==> config.mk <==
export PLATFORM = sky130hd
export DESIGN_NAME = dec_frame_ctrl
export DESIGN_NICKNAME = d
export VERILOG_FILES = /design/src/rtl/dec_frame_ctrl.sv
export SDC_FILE = /design/constraint.sdc
export NUM_CORES = 1
export LEC_CHECK = 0
export CAP_MARGIN = 15
export CORE_MARGIN = 2
export CORE_UTILIZATION = 50
export DETAILED_ROUTE_END_ITERATION = 16
export GPL_TIMING_DRIVEN = 0
export MAX_ROUTING_LAYER = met4
export PLACE_DENSITY = 0.76
export SLEW_MARGIN = 20
export SYNTH_ARGS = -nofsm -noshare
export SYNTH_HDL_FRONTEND = slang
export SYNTH_SLANG_ARGS = --single-unit
==> constraint.sdc <==
create_clock -name clk_12kHz -period 2.6 [get_ports clk_12kHz]
set_input_delay 0.26 -clock clk_12kHz [delete_from_list [all_inputs] [get_ports clk_12kHz]]
set_output_delay 0.26 -clock clk_12kHz [all_outputs]
set_load 0.02 [all_outputs]
==> src/rtl/dec_frame_ctrl.sv <==
// dec_frame_ctrl
// Sequencing and frame-acceptance controller for the serial remote-control
// decoder. It provides the bit-period and sync-period timebases the decoder
// uses. It also confirms decoded frames before publishing them, drops the
// published value when the link goes quiet, and keeps a saturating count of
// decode errors.
module dec_frame_ctrl #(
    parameter int unsigned BIT_LEN  = 32,
    parameter int unsigned SYNC_LEN = 128,
    parameter int unsigned CONFIRM  = 2,
    parameter int unsigned TIMEOUT  = 24000
) (
    input  logic       clk_12kHz,
    input  logic       rst,
    input  logic       dec_start_count,
    input  logic       dec_start_sync,
    input  logic       dv,
    input  logic [3:0] dado_in,
    input  logic       error_flag,
    input  logic       err_clr,
    output logic [4:0] dec_count,
    output logic       dec_fim_count,
    output logic [6:0] dec_count_sync,
    output logic       dec_fim_sync,
    output logic [3:0] data_out,
    output logic       data_valid,
    output logic       new_data,
    output logic       link_lost,
    output logic [7:0] err_count
);

    // Frame FSM encodings, kept as plain constants so the state register
    // stays a simple two-bit vector in the legacy netlist.
    localparam logic [1:0] ST_IDLE   = 2'd0;
    localparam logic [1:0] ST_CAND   = 2'd1;
    localparam logic [1:0] ST_LOCKED = 2'd2;

    localparam logic [4:0]  BIT_LAST     = 5'(BIT_LEN - 1);
    localparam logic [6:0]  SYNC_LAST    = 7'(SYNC_LEN - 1);
    localparam logic [14:0] TIMEOUT_LAST = 15'(TIMEOUT - 1);
    localparam logic [2:0]  CONFIRM_M    = 3'(CONFIRM);

    // ------------------------------------------------------------------
    // Registers
    // ------------------------------------------------------------------
    logic [4:0]  bit_cnt_q,   bit_cnt_d;
    logic [6:0]  sync_cnt_q,  sync_cnt_d;
    logic        dv_q;
    logic [14:0] timer_q,     timer_d;
    logic [1:0]  state_q,     state_d;
    logic [3:0]  cand_q,      cand_d;
    logic [2:0]  match_q,     match_d;
    logic [3:0]  data_out_q,  data_out_d;
    logic        data_valid_q, data_valid_d;
    logic        new_data_q,  new_data_d;
    logic        link_lost_q, link_lost_d;
    logic [7:0]  err_cnt_q,   err_cnt_d;

    logic        dv_rise;
    logic        timeout;
    logic [2:0]  match_inc;

    assign dv_rise   = dv && !dv_q;
    assign timeout   = (state_q != ST_IDLE) && (timer_q == TIMEOUT_LAST);
    assign match_inc = match_q + 3'd1;

    // Bit-period counter: runs while enabled, wraps at BIT_LEN-1, clears when idle
    always_comb begin
        bit_cnt_d = '0;
        if (dec_start_count) begin
            bit_cnt_d = (bit_cnt_q == BIT_LAST) ? '0 : bit_cnt_q + 5'd1;
        end
    end

    // Sync-period counter: same rules as the bit counter, independent enable
    always_comb begin
        sync_cnt_d = '0;
        if (dec_start_sync) begin
            sync_cnt_d = (sync_cnt_q == SYNC_LAST) ? '0 : sync_cnt_q + 7'd1;
        end
    end

    // Frame acceptance FSM: confirm, publish, withdraw and time out frames
    always_comb begin
        state_d      = state_q;
        cand_d       = cand_q;
        match_d      = match_q;
        data_out_d   = data_out_q;
        data_valid_d = data_valid_q;
        new_data_d   = 1'b0;
        link_lost_d  = 1'b0;

        case (state_q)
            ST_IDLE: begin
                if (dv_rise) begin
                    cand_d  = dado_in;
                    match_d = 3'd1;
                    if (CONFIRM == 1) begin
                        state_d      = ST_LOCKED;
                        data_out_d   = dado_in;
                        data_valid_d = 1'b1;
                        new_data_d   = 1'b1;
                    end else begin
                        state_d = ST_CAND;
                    end
                end
            end

            ST_CAND: begin
                if (dv_rise) begin
                    if (dado_in == cand_q) begin
                        match_d = match_inc;
                        if (match_inc == CONFIRM_M) begin
                            state_d      = ST_LOCKED;
                            data_out_d   = dado_in;
                            data_valid_d = 1'b1;
                            new_data_d   = 1'b1;
                        end
                    end else begin
                        cand_d  = dado_in;
                        match_d = 3'd1;
                    end
                end else if (error_flag || timeout) begin
                    state_d = ST_IDLE;
                    cand_d  = '0;
                    match_d = '0;
                end
            end

            ST_LOCKED: begin
                if (dv_rise) begin
                    if (dado_in != data_out_q) begin
                        cand_d       = dado_in;
                        match_d      = 3'd1;
                        // With single-frame confirmation a new value is
                        // already confirmed, so it republishes in place.
                        if (CONFIRM == 1) begin
                            data_out_d   = dado_in;
                            data_valid_d = 1'b1;
                            new_data_d   = 1'b1;
                        end else begin
                            state_d      = ST_CAND;
                            data_valid_d = 1'b0;
                        end
                    end
                end else if (timeout) begin
                    state_d      = ST_IDLE;
                    data_valid_d = 1'b0;
                    link_lost_d  = 1'b1;
                end
            end

            default: begin
                state_d = ST_IDLE;
            end
        endcase
    end

    // Gap timer: restarts on every frame edge, idles at zero outside CAND/LOCKED
    always_comb begin
        timer_d = timer_q + 15'd1;
        if (dv_rise || (state_d == ST_IDLE)) begin
            timer_d = '0;
        end
    end

    // Error counter: clear wins, otherwise count each flagged cycle up to 255
    always_comb begin
        err_cnt_d = err_cnt_q;
        if (err_clr) begin
            err_cnt_d = '0;
        end else if (error_flag && (err_cnt_q != 8'hFF)) begin
            err_cnt_d = err_cnt_q + 8'd1;
        end
    end

    // State update with synchronous active-high reset
    always_ff @(posedge clk_12kHz) begin
        if (rst) begin
            bit_cnt_q    <= '0;
            sync_cnt_q   <= '0;
            dv_q         <= 1'b0;
            timer_q      <= '0;
            state_q      <= ST_IDLE;
            cand_q       <= '0;
            match_q      <= '0;
            data_out_q   <= '0;
            data_valid_q <= 1'b0;
            new_data_q   <= 1'b0;
            link_lost_q  <= 1'b0;
            err_cnt_q    <= '0;
        end else begin
            bit_cnt_q    <= bit_cnt_d;
            sync_cnt_q   <= sync_cnt_d;
            dv_q         <= dv;
            timer_q      <= timer_d;
            state_q      <= state_d;
            cand_q       <= cand_d;
            match_q      <= match_d;
            data_out_q   <= data_out_d;
            data_valid_q <= data_valid_d;
            new_data_q   <= new_data_d;
            link_lost_q  <= link_lost_d;
            err_cnt_q    <= err_cnt_d;
        end
    end

    assign dec_count      = bit_cnt_q;
    assign dec_fim_count  = (bit_cnt_q == BIT_LAST) && dec_start_count;
    assign dec_count_sync = sync_cnt_q;
    assign dec_fim_sync   = (sync_cnt_q == SYNC_LAST) && dec_start_sync;
    assign data_out       = data_out_q;
    assign data_valid     = data_valid_q;
    assign new_data       = new_data_q;
    assign link_lost      = link_lost_q;
    assign err_count      = err_cnt_q;

endmodule

# Word level (Yosys, flattened, before mapping)
# Index checks and enable logic that the tools add are counted.
op_classes:
  add_sub_neg: 5
  multipliers: 0
  div: 0
  order_cmp: 0
  n_eq_ne: 19
  shift: 0
  muxes: 32
  bitwise: 6
  n_reduce_logical: 23
op_table:
  columns: ["operator", "count"]
  rows:
  - ["$mux W4", 6]
  - ["$mux W3", 6]
  - ["$mux W2", 8]
  - ["$add A15 B1 Y15 const B", 1]
  - ["$eq A15 B15 Y1 const B", 1]
  - ["$ne A2 B2 Y1 const B", 6]
  - ["$ne A3 B3 Y1 const B", 4]
  - ["$pmux W4 S3", 1]
  - ["$reduce_and A6 Y1", 2]
  - ["$pmux W3 S3", 1]
  - ["$reduce_or A3 Y1", 3]
  - ["$add A8 B1 Y8 const B", 1]
  - ["$mux W1", 8]
  - ["$ne A8 B8 Y1 const B", 1]
  - ["$add A7 B1 Y7 const B", 1]
  - ["$eq A7 B7 Y1 const B", 1]
  - ["$not A1 Y1", 6]
  - ["$pmux W2 S3", 1]
  - ["$add A5 B1 Y5 const B", 1]
  - ["$eq A5 B5 Y1 const B", 1]
  - ["$logic_and A1 B1 Y1", 5]
  - ["$reduce_and A5 Y1", 1]
  - ["$eq A4 B4 Y1", 1]
  - ["$logic_not A2 Y1", 2]
  - ["other kinds (13)", 16]
word_totals:
  register_bits: 52
  latchBits: 0
  mem_bits_rw: 0
  mem_bits_ro: 0
  inputBits: 11
  out_inout_bits: 29
  word_cells: 97
  memories: 0

# Depth between registers and ports, before layout
logic_depth:
  ltp_word: 9
  mapped_depth: 7
  mapped_depth_nobuf: 6

# Worst setup path before layout
# Ideal clock, no wire load.
synth_path:
  path_kind: "reg-to-reg"
  from: "register timer_q[6]"
  to: "register data_valid_q, in the netlist data_valid"
  setup_time_ns: 0.132
  arrival_ns: 1.873
  required_time_ns: 2.468
  path_slack_ns: 0.595
  path_stages_with_launch: 7
  n_path_buf: 1
  period_less_slack_ns: 2.005
  cell_sequence: "dfxtp_1 or4b_1 or4_1 buf_2 mux2_2 o21ai_2 a21oi_1"
synth_between:
  elab_chain_len: 4
synth_lines:
  columns: ["element", "line", "rtl"]
  rows:
  - ["from (decl)", "49", "logic [14:0] timer_q, timer_d;"]
  - ["from (signal assigned)", "196", "timer_q <= timer_d;"]
  - ["$eq A15 B15 Y1", "64", "assign timeout = (state_q != ST_IDLE) && (timer_q == TIMEOUT_LAST);"]
  - ["$logic_and A1 B1 Y1", "64", null]
  - ["$ne A3 B3 Y1 (no source line)", null, null]
  - ["$reduce_and A6 Y1 (no source line)", null, null]
  - ["to (signal assigned)", "201", "data_valid_q <= data_valid_d;"]
  - ["to (decl)", "54", "logic data_valid_q, data_valid_d;"]
# Every way passes these cells.
# A chain may end at the register's enable or synchronous reset.

# Final worst setup path
layout_path:
  from: "input dado_in[1]"
  to: "register data_out_q[1], in the netlist data_out[1]"
layout_between:
  elab_chain_len: 2
layout_lines:
  columns: ["element", "line", "rtl"]
  rows:
  - ["from (decl)", "18", "input logic [3:0] dado_in,"]
  - ["$eq A4 B4 Y1", "111", "if (dado_in == cand_q) begin"]
  - ["$reduce_and A4 Y1 (no source line)", null, null]
  - ["to (signal assigned)", "200", "data_out_q <= data_out_d;"]
  - ["to (decl)", "53", "logic [3:0] data_out_q, data_out_d;"]
# Parallel ways exist; a longest one is shown, timed or not.

==> run_results.csv <==
group,metric,value,unit
floorplanning,die_h,72.4,µm
sta,worstMarginPinSlew,900,ps
global_routing,grt_first_pass_wirelength,7700,µm
power_and_ir_drop,pwr-share-seq,58.4,%
yosys,yosysMostFrequentCell,"dfxtp_1",
run,maxCapViolCount,0,
global_routing,grt_usage,19.0,%
power_and_ir_drop,power.density,487,nW/µm²
yosys,synth.distinct_cells,45,
critical_path,worst_ep_required_time,2780,ps
yosys,yosysWarnings,0,
clock_network,insertion_delay,300,ps
drt,drt-initial-drc-count,104,
floorplanning,die_area,5240,µm²
clock_network,cts_root_buf,"clkbuf_8",
yosys,synth_area,2340,µm²
drt,wl_per_cell,12.4,µm
global_routing,grt_antenna_before_repair,0,
critical_path,cp_num_buf_inv,2,
cells_and_area,drive_above_1_share,5.84,%
drt,firstDrtPassIters,4,
critical_path,crit_family,"simple AND/OR/NAND/NOR gates",
floorplanning,rows,24,
power_and_ir_drop,power_leakage,1.02,nW
yosys,synth_cells,262,
sta,max_freq,439,MHz
floorplanning,core_area,4440,µm²
floorplanning,start_util,52.6,%
yosys,avgSynthCellArea,8.93,µm²
power_and_ir_drop,clockPowerShare,33.3,%
clock_network,cts_tree,"built",
critical_path,worstSetupPathType,"in2reg",
critical_path,cp_cell_sequence,"clkdlybuf4s50_1 > xor2_1 > nor4_1 > and4_1 > clkbuf_2 > mux2i_1 > nor2_1",
drt,avgViaCountPerCell,5.24,
critical_path,crit_path_max_fanout,6,
yosys,synth.area.top_cells,"dfxtp_1 (44%), nor2_1 (6.7%), xnor2_1 (6.4%)",
floorplanning,ios,40,
drt,final_antenna_net_count,0,
yosys,ys_seq_area_share,44.5,%
clock_network,post_cts_buffers,0,
power_and_ir_drop,ir_drop,0.329,mV
global_routing,grt_pass1_vias,1765,
global_routing,grt_max_degree,16,
sta,relSlewSlack,39.4,%
yosys,synth_top_area_share,44.5,%
critical_path,cp-start-kind,"primary input",
critical_path,slowest_stage,"nor4_1",
cells_and_area,fin_nets,326,
cells_and_area,area_growth_syn_to_layout,23.4,%
sta,fin_crit_sh,87.5,%
floorplanning,die_w,72.4,µm
status,status,"completed",
power_and_ir_drop,power.internal,0.00108,W
place,gp_congestion,0.794,
hold_path,hp-class,"reg2reg",
clock_network,clkSlewWorstSetupHoldPaths,90,ps
drt,drc,0,
drt,drt_wl_total,4460,µm
power_and_ir_drop,power_switching,0.000329,W
sta,holdWs,462,ps
sta,rsz0062_at_grt,"false",
power_and_ir_drop,combPwrFrac,8.3,%
yosys,ys_async_sr_fraction,0,%
sta,fin_setup_tns,0,ps
yosys,synthTopCellsByCount,"dfxtp_1 (52), nor2_1 (42), nand2_1 (20)",
sta,setup_violations,0,
clock_network,cts_buffers,5,
sta,fin_crit,2280,ps
clock_network,h-tree-depth,2,
global_routing,overflow,0,
clock_network,cts_resized,0,
drt,vias,1888,
clock_network,hold_buffers,0,
yosys,synth_flop_cell,"dfxtp_1",
yosys,synth_seq_cells,52,
sta,slew_violations,0,
yosys,synth_edf_count,0,
yosys,yosysTopAreaCell,"dfxtp_1",
cells_and_area,nFillCells,384,
place,place_hpwl,3370,µm
sta,finClkSkew,4.49,ps
place,io_buffers,39,
critical_path,crit_path_end_kind,"flip-flop",
sta,hold_viol,0,
power_and_ir_drop,switching_share,23.4,%
yosys,synth_nets,280,
critical_path,max_stage_delay,790,ps
clock_network,clock_sinks,52,
critical_path,crit_arrival,2450,ps
cells_and_area,n_antenna_cell,0,
clock_network,clock_path_buffers,2,
==> final timing paths <==
kind / startpoint / to / slack, ps / depth (start not counted)
worst max-delay path: dado_in[1] / data_out[1] / 320 / 7
worst max register to register: cand_q[1] / data_out[1] / 460 / 6
worst min-delay path: dec_count_sync[0] / dec_count_sync[0] / 460 / 1
worst min register to register: dec_count_sync[0] / dec_count_sync[0] / 460 / 1
==> state kept, by name, indices dropped and copies added (netlist names) <==
name / count
cand_q: 4
state_q: 2
dec_count: 5
dv_q: 1
timer_q: 15
data_valid: 1
new_data: 1
dec_count_sync: 7
err_count: 8
data_out: 4
link_lost: 1
match_q: 3
==> layer usage <==
metal / routed length (µm) / GRT usage, % / part of all wire [%]
met5: 0 / - / 0
met2: 2060 / 30.5 / 46
met1: 2150 / 23.5 / 48
met4: 56 / 5.56 / 1.3
met3: 198 / 5.00 / 4.4
==> through the flow <==
step | power (W) | util, % | setup WS (ps) | instances | area (µm²)
2_1_floorplan | 0.000909 | - | 595 | 262 | 2340
3_3_place_gp | 0.000955 | 62.9 | 47.7 | 353 | 2800
3_5_place_dp | 0.000956 | 62.9 | 9.66 | 353 | 2800
4_1_cts | 0.00142 | 64.9 | 337 | 360 | 2890
5_1_grt | 0.00147 | 64.9 | 162 | 360 | 2890
6_report | 0.00141 | 64.9 | 324 | 360 | 2890
==> kinds of logic (layout without fill, tap and decap cells) <==
group	count (synthesis)	count (layout)	synth area share, %
flip-flops	52	52	44.5
buffers and inverters	13	59	2.25
adder cells (fa/ha/maj)	7	7	3.74
XOR/XNOR	34	34	12.7
multiplexers	9	9	3.90
AND/OR/NAND/NOR	121	121	25.6
AO/OA/AOI/OAI	26	26	7.33
==> final cells by class <==
cell class,instances,area [µm²],share of cell area [%]
Clock inverter,1,8.76,0.303
Clock buffer,6,82.6,2.86
Tap cell,52,65.1,2.25
Sequential cell,52,1040,36.1
Multi-Input combinational cell,197,1250,43.2
Buffer,8,33.8,1.17
Timing Repair Buffer,39,390,13.5
Inverter,5,18.8,0.650
==> cell usage in the layout, fill, tap and decap left out, drive strengths merged, types with 2 or more instances in the layout <==
master and n:
dfxtp 52, nor2 42, clkdlybuf4s50 39, nand2 20, nand3 17, xor2 17, xnor2 17, clkbuf 11
a21oi 9, mux2i 8, ha 7, o21ai 6, inv 5, nand4 5, nand2b 5, and3 5
and2 5, nor4 4, nor3 4, nor2b 3, buf 3, a211oi 2, or3b 2, a41oi 2
and4 2
==> power by group through the flow <==
stage / clock (W) / sequential [W] / combinational, W
CTS: 0.000485 / 0.000821 / 0.000117
floorplan: 0 / 0.000843 / 0.0000667
global route: 0.000517 / 0.000823 / 0.000129
global placement: 0 / 0.000839 / 0.000115
detailed placement: 0 / 0.000840 / 0.000116
finish: 0.000468 / 0.000821 / 0.000117
No activity file was read; power rests on OpenSTA's default activity.
